==> config.mk <==
export PLATFORM = sky130hd
export DESIGN_NAME = program_counter
export DESIGN_NICKNAME = d
export VERILOG_FILES = /design/src/rtl/program_counter.sv
export SDC_FILE = /design/constraint.sdc
export NUM_CORES = 1
export LEC_CHECK = 0
export CELL_PAD_IN_SITES_DETAIL_PLACEMENT = 2
export CELL_PAD_IN_SITES_GLOBAL_PLACEMENT = 2
export CORE_UTILIZATION = 24
export CTS_CLUSTER_DIAMETER = 50
export DETAILED_ROUTE_END_ITERATION = 6
export PLACE_DENSITY = 0.88
export SLEW_MARGIN = 20
export SYNTH_ARGS = -nofsm -noshare
export SYNTH_HDL_FRONTEND = slang
export SYNTH_SLANG_ARGS = --single-unit
==> constraint.sdc <==
create_clock -name clk -period 4 [get_ports clk]
set_clock_uncertainty 0.2 [all_clocks]
set_input_delay 0.8 -clock clk [delete_from_list [all_inputs] [get_ports clk]]
set_output_delay 0.8 -clock clk [all_outputs]
set_load 0.02 [all_outputs]
==> src/rtl/program_counter.sv <==
// Fetch-address register at the head of IF, with sequential successor.
// Optional alignment trap on loads enabled by defining PC_ALIGN_CHECK_EN.
module program_counter #(
   parameter int unsigned          XLEN         = 32,
   parameter logic [XLEN-1:0]      RESET_VECTOR = '0
) (
   input  logic            clk,
   input  logic            reset,
   input  logic            pc_write,
   input  logic [XLEN-1:0] next_pc,
   output logic [XLEN-1:0] pc_out,
   output logic [XLEN-1:0] pc_plus4,
   output logic            misaligned
);

   localparam logic [XLEN-1:0] PC_STEP = XLEN'(4);

   logic [XLEN-1:0] r_pc;
   logic            w_load;

`ifdef PC_ALIGN_CHECK_EN
   logic w_aligned;
   logic w_mis_nxt;
   logic r_mis;

   assign w_aligned = (next_pc[1:0] == 2'b00);
   assign w_load    = pc_write & w_aligned;
   // A rejected load flags for one cycle; any other edge clears it.
   assign w_mis_nxt = pc_write & ~w_aligned;

   always_ff @(posedge clk or negedge reset) begin
      if (!reset) begin
         r_mis <= 1'b0;
      end else begin
         r_mis <= w_mis_nxt;
      end
   end

   assign misaligned = r_mis;
`else
   assign w_load     = pc_write;
   assign misaligned = 1'b0;
`endif

   always_ff @(posedge clk or negedge reset) begin
      if (!reset) begin
         r_pc <= RESET_VECTOR;
      end else if (w_load) begin
         r_pc <= next_pc;
      end
   end

   assign pc_out   = r_pc;
   assign pc_plus4 = r_pc + PC_STEP;

endmodule

==> impl_metrics.csv, run 1 <==
group,metric,value,unit
run_status,status,"complete, no violations",
synthesis,ys_warn_count,0,
synthesis,synthesis.area,1765,um2
sta,max_slew_margin,0.4880,
cts,cts_tree,"done",
synthesis,yosys_register_bits,32,
power_and_ir_drop,peakVddDrop,0.0001491,V
cts,clk-insertion-delay-late,0.28,ns
cts,clock-sinks,32,
sta,rsz0062_at_grt,"false",
global_routing,overflow,0,
worst_setup_path,path_class,"flip-flop to primary output",
drt,vias,1560,
worst_setup_path,cp-endpoint,"pc_plus4[18]",
worst_setup_path,critPathMaxStageDelay,0.64,ns
power_and_ir_drop,fin_total_pwr,1.021,mW
sta,period_minus_slack,3.637,ns
floorplan,initial_utilization,0.2542,
worst_setup_path,critPathLaunch,"pc_out[3]",
drt,drc_errors,0,
synthesis,synthCells,152,
global_routing,antenna_found_initial,0,
layout,area_delta_synth_final,64.56,%
worst_setup_path,cp_common_cell,"nand3_1",
synthesis,yosysTopAreaCellShare,0.4536,
drt,wl_per_cell,16.52,um
layout,final_core_util,0.4184,
sta,tns,0,ns
sta,final-setup-viol-count,0,
worst_setup_path,critPathCaptureType,"primary output",
cts,cts_hold_buffers,0,
floorplan,core,6944,um2
cts,htree_levels,2,
min_path,hp-class,"flip-flop to flip-flop",
drt,routed_wl,5717,um
floorplan,top_level_ports,100,
worst_setup_path,reg2reg_to,"pc_out[9]",
cts,clk_path_buf_depth,2,
drt,drt_iter0_drc,21,
cts,cts_setup_buffers,0,
synthesis,yosysTopAreaCell,"dfrtp_1",
sta,fmax,0.2749,GHz
synthesis,synth_area_leaders,"dfrtp_1 (45%), mux2_2 (20%), xnor2_1 (9.9%), xor2_1 (4.0%), nand3_1 (3.4%)",
power_and_ir_drop,power_leakage,1.124,nW
floorplan,die_w,87.77,um
placed_design,io_buffers,98,
cts,cts_made_buffers,5,
synthesis,syn-num-nets,188,
floorplan,die_h,87.77,um
sta,drv_slew,0,
worst_setup_path,critPathRequiredTime,3.00,ns
drt,drt-pass1-iter-count,4,
cts,cts.repair.resized,0,
global_routing,grt_pass1_wl,9045,um
synthesis,synthDistinctLibCells,22,
global_routing,grt_max_degree,34,
layout,layout-drive-gt1-share,0.1720,
worst_setup_path,reg2reg_depth,1,
global_routing,track_usage,0.1581,
cts,clk_pin_slew_worst_paths,0.06,ns
cts,clockRootBuffer,"clkbuf_8",
sta,hold-worst-slack,0.3411,ns
worst_setup_path,crit_family,"simple AND/OR/NAND/NOR gates",
sta,finalCritPeriodShare,0.9094,
worst_setup_path,path_buf_inv,1,
worst_setup_path,cpMaxStageDelayCell,"clkdlybuf4s50_1",
sta,final-hold-violation-count,0,
synthesis,synth_seq_area_share,0.4536,
drt,ant_nets,0,
layout,n_antenna_cell,0,
synthesis,synth.avg_cell_area,11.61,um2
sta,tightest_slew,0.7681,ns
worst_setup_path,cp_max_fo,8,
placed_design,gp_congestion,0.6879,
worst_setup_path,crit_cells,6,
flow_run,maxCapViolCount,0,
power_and_ir_drop,power_density,351.4,nW/um2
worst_setup_path,crit_path_start_kind,"flip-flop",
worst_setup_path,r2r-start,"pc_out[9]",
layout,largest_reg_flops,32,
layout,nFillCells,750,
worst_setup_path,arrival,2.64,ns
layout,finalNetCount,285,
worst_setup_path,worstPathCellList,"ha_1, nand3_1, nor4_4, nand3_1, xnor2_1, clkdlybuf4s50_1",
placed_design,dp_hpwl,4461,um
floorplan,fp-row-count,30,
floorplan,fp.dieArea,7703,um2
global_routing,grt_pass1_vias,1714,
drt,via_per_inst,4.509,
worst_setup_path,rrSetupSlack,2.92,ns
-- how the worst min path moves through the flow --
stage | cells after the start | to | startpoint | slack (ns)
after floorplan | 0 | pc_out[0] | reset | 0.30
after global placement | 1 | pc_out[0] | pc_out[0] | 0.32
after detailed placement | 1 | pc_out[1] | pc_out[1] | 0.33
after CTS | 1 | pc_out[1] | pc_out[1] | 0.35
after global routing | 1 | pc_out[1] | pc_out[1] | 0.37
final | 1 | pc_out[1] | pc_out[1] | 0.34
-- cell families (layout without fill, tap and decap cells) --
| kind of cell | after synthesis | after routing | synth area share |
|---|---|---|---|
| xor+xnor | 28 | 28 | 0.1389 |
| simple gates | 48 | 48 | 0.1701 |
| mux | 31 | 31 | 0.1977 |
| compound gates | 1 | 1 | 0.002832 |
| buf+inv | 10 | 108 | 0.02764 |
| other cells | 1 | 1 | 0.002124 |
| fa+ha+maj | 1 | 1 | 0.007086 |
| flops | 32 | 32 | 0.4536 |
-- power by group --
part | switching (mW) | internal (mW) | leakage [nW] | total, mW
clock | 0.115 | 0.140 | 0.0455 | 0.255
sequential | 0.0529 | 0.356 | 0.375 | 0.409
combinational | 0.166 | 0.191 | 0.704 | 0.357
-- synthesized netlist by cell type, drive strengths merged --
cell,number
dfrtp,32
mux2,31
xnor2,20
nand3,13
nand2,9
nand4,8
xor2,8
clkbuf,5
nor2,5
and3,3
buf,3
nor3,3
and4,2
inv,2
nor4,2
or2,2
and2,1
conb,1
ha,1
o21ai,1
-- stage by stage --
| step | setup WS [ns] | std cells | instance area (um2) |
|---|---|---|---|
| 3_3_place_gp | 0.6406 | 338 | 2815 |
| 4_1_cts | 0.2726 | 346 | 2905 |
| 3_5_place_dp | 0.5921 | 338 | 2815 |
| 5_1_grt | 0.1556 | 346 | 2905 |
| 2_1_floorplan | 1.197 | 152 | 1765 |
| 6_report | 0.3626 | 346 | 2905 |
-- routing by layer --
layer,vias up,GRT usage,wire length [um]
met1,776,0.1861,2376
met4,0,0.04918,53
met2,55,0.2784,2922
met3,5,0.04336,364
li1,724,-,-
met5,-,0,0
-- placed cells by master (no fill, tap or decap), types with 5 or more instances in the layout --
cell type        instances
clkdlybuf4s50_1         96
clkbuf_8                 6
nand2_1                  9
nand3_1                 12
xor2_1                   8
xnor2_1                 20
mux2_2                  31
nand4_1                  7
nor2_1                   5
dfrtp_1                 32
-- layout make-up --
| cell class | instances | area (um2) | area share |
|---|---|---|---|
| repair buffers | 98 | 970.9 | 0.3342 |
| multi-input cells | 110 | 915.9 | 0.3152 |
| flip-flops and latches | 32 | 800.8 | 0.2756 |
| well taps | 96 | 120.1 | 0.04134 |
| clock buffers | 8 | 90.09 | 0.03101 |
| inverters | 2 | 7.507 | 0.002584 |
No activity file was read; power rests on OpenSTA's default activity.
==> run 2: changes to the inputs <==
CORE_UTILIZATION = 30   (was 24)
DONT_BUFFER_PORTS = 1   (was default)
PLACE_DENSITY = 0.74   (was 0.88)
SLEW_MARGIN = default   (was 20)
==> impl_metrics.csv, run 2 (synthesized netlist as in run 1, its figures left out) <==
group,metric,value,unit
power_and_ir_drop,swShare,0.3499,
layout,regArea,800.8,um2
worst_setup_path,crit_path_start_kind,"flip-flop",
floorplan,core,5574,um2
floorplan,die_w,78.71,um
layout,area_delta_synth_final,9.001,%
cts,clock-sinks,32,
power_and_ir_drop,power_leakage,0.7507,nW
worst_setup_path,cpMaxStageDelayCell,"nor4_4",
floorplan,fp-row-count,27,
layout,layout-drive-gt1-share,0.2745,
worst_setup_path,critPathMaxStageDelay,0.63,ns
layout,n_antenna_cell,0,
run_status,status,"complete, no violations",
placed_design,gp_congestion,0.7124,
global_routing,overflow,0,
placed_design,placed_area,1814,um2
global_routing,grt_max_degree,34,
cts,htree_levels,2,
sta,period_minus_slack,3.475,ns
power_and_ir_drop,power.switching,0.2962,mW
sta,fmax,0.2878,GHz
drt,vias,1196,
drt,drc_errors,0,
drt,drt_iter0_drc,13,
cts,clockRootBuffer,"clkbuf_8",
drt,drt-pass1-iter-count,3,
floorplan,die_h,78.71,um
power_and_ir_drop,clkPwrFrac,0.296,
worst_setup_path,worstPathCellList,"nand4_1, nor4_4, nand3_1, xnor2_1",
power_and_ir_drop,peakVddDrop,0.0001605,V
sta,max_slew_margin,0.6196,
layout,nFillCells,606,
sta,rsz0062_at_grt,"false",
flow_run,maxCapViolCount,0,
power_and_ir_drop,p_seq_frac,0.537,
power_and_ir_drop,p_int,0.5503,mW
worst_setup_path,rrSetupSlack,2.79,ns
layout,final_cell_area,1924,um2
worst_setup_path,critPathRequiredTime,3.00,ns
cts,cts_made_buffers,5,
floorplan,initial_utilization,0.3167,
power_and_ir_drop,power_frac_comb,0.166,
worst_setup_path,arrival,2.48,ns
sta,tightest_slew,0.5663,ns
placed_design,dp_hpwl,3380,um
placed_design,place_ws,0.7649,ns
floorplan,top_level_ports,100,
drt,via_per_inst,5.316,
global_routing,grt_pass1_wl,7100,um
layout,multi_input_area,915.9,um2
floorplan,fp.dieArea,6195,um2
drt,ant_nets,0,
cts,cts.repair.resized,0,
worst_setup_path,reg2reg_depth,2,
drt,wl_per_cell,19.75,um
sta,worst_slack,0.5249,ns
layout,final_core_util,0.3452,
cts,clk_path_buf_depth,2,
worst_setup_path,reg2reg_to,"pc_out[2]",
power_and_ir_drop,power_density,439.9,nW/um2
sta,tns,0,ns
cts,clk-insertion-delay-late,0.27,ns
worst_setup_path,critPathCaptureType,"primary output",
worst_setup_path,cp_max_fo,8,
drt,routed_wl,4444,um
power_and_ir_drop,fin_total_pwr,0.8465,mW
sta,final-hold-violation-count,0,
cts,cts_tree,"done",
layout,final_common_cell,"dfrtp_1",
sta,final-setup-viol-count,0,
global_routing,track_usage,0.1494,
global_routing,grt_pass1_vias,1396,
layout,mostFrequentLayoutCells,"dfrtp_1 (32), mux2_2 (31), xnor2_1 (20)",
sta,drv_slew,0,
global_routing,antenna_found_initial,0,
layout,finalNetCount,188,
cts,clk_pin_slew_worst_paths,0.06,ns
placed_design,io_buffers,0,
sta,finalCritPeriodShare,0.8688,
layout,largest_reg_flops,32,
worst_setup_path,r2r-start,"pc_out[2]",
worst_setup_path,path_class,"flip-flop to primary output",
min_path,hp-class,"primary input to async pin",
[run 2: area by class of cell]
class	count	share of cell area
inverter	2	0.003901
sequential	32	0.4161
tap	72	0.04681
clock buffer	8	0.04681
multi-input combinational	110	0.4759
timing repair buffer	1	0.01040
[run 2: stage by stage]
| step | instances | hold WS [ns] |
|---|---|---|
| 6_report | 225 | 0.1445 |
| 5_1_grt | 225 | 0.1392 |
| 2_1_floorplan | 152 | 0.3044 |
| 4_1_cts | 224 | 0.005405 |
| 3_5_place_dp | 216 | 0.3053 |
| 3_3_place_gp | 216 | 0.3052 |
[run 2: critical path, delay by kind of cell (launching register included)]
kind / cells / cell delay [ns]
flip-flops: 1 / 0.55
AND/OR/NAND/NOR: 3 / 1.15
XOR/XNOR: 1 / 0.51
[run 2: per-layer routing]
layer,track usage,vias up,wire [um]
met1,0.1652,600,1684
met2,0.2661,66,2329
met4,0.03333,0,38
met3,0.06092,5,392
met5,0,-,0
li1,-,525,-
[run 2: what timing repair did]
action / in CTS / in global routing
buffers inserted: 0 / 0
endpoints found under the hold margin: 0 / 32
hold buffers: 0 / 1
[run 2: power groups by stage]
stage          combinational (mW)  sequential, mW  clock, mW
5_1_grt                     0.151           0.463      0.275
2_1_floorplan               0.134           0.442          0
3_3_place_gp                0.130           0.458          0
6_report                    0.141           0.455      0.251
3_5_place_dp                0.134           0.462          0
4_1_cts                     0.134           0.456      0.264
[run 2: worst max-delay path by stage]
stage | start | endpoint | cells after the start
2_1_floorplan | pc_out[3] | pc_plus4[24] | 5
3_3_place_gp | pc_out[4] | pc_plus4[25] | 4
3_5_place_dp | pc_out[4] | pc_plus4[29] | 4
4_1_cts | pc_out[4] | pc_plus4[29] | 4
5_1_grt | pc_out[4] | pc_plus4[29] | 4
6_report | pc_out[4] | pc_plus4[29] | 4
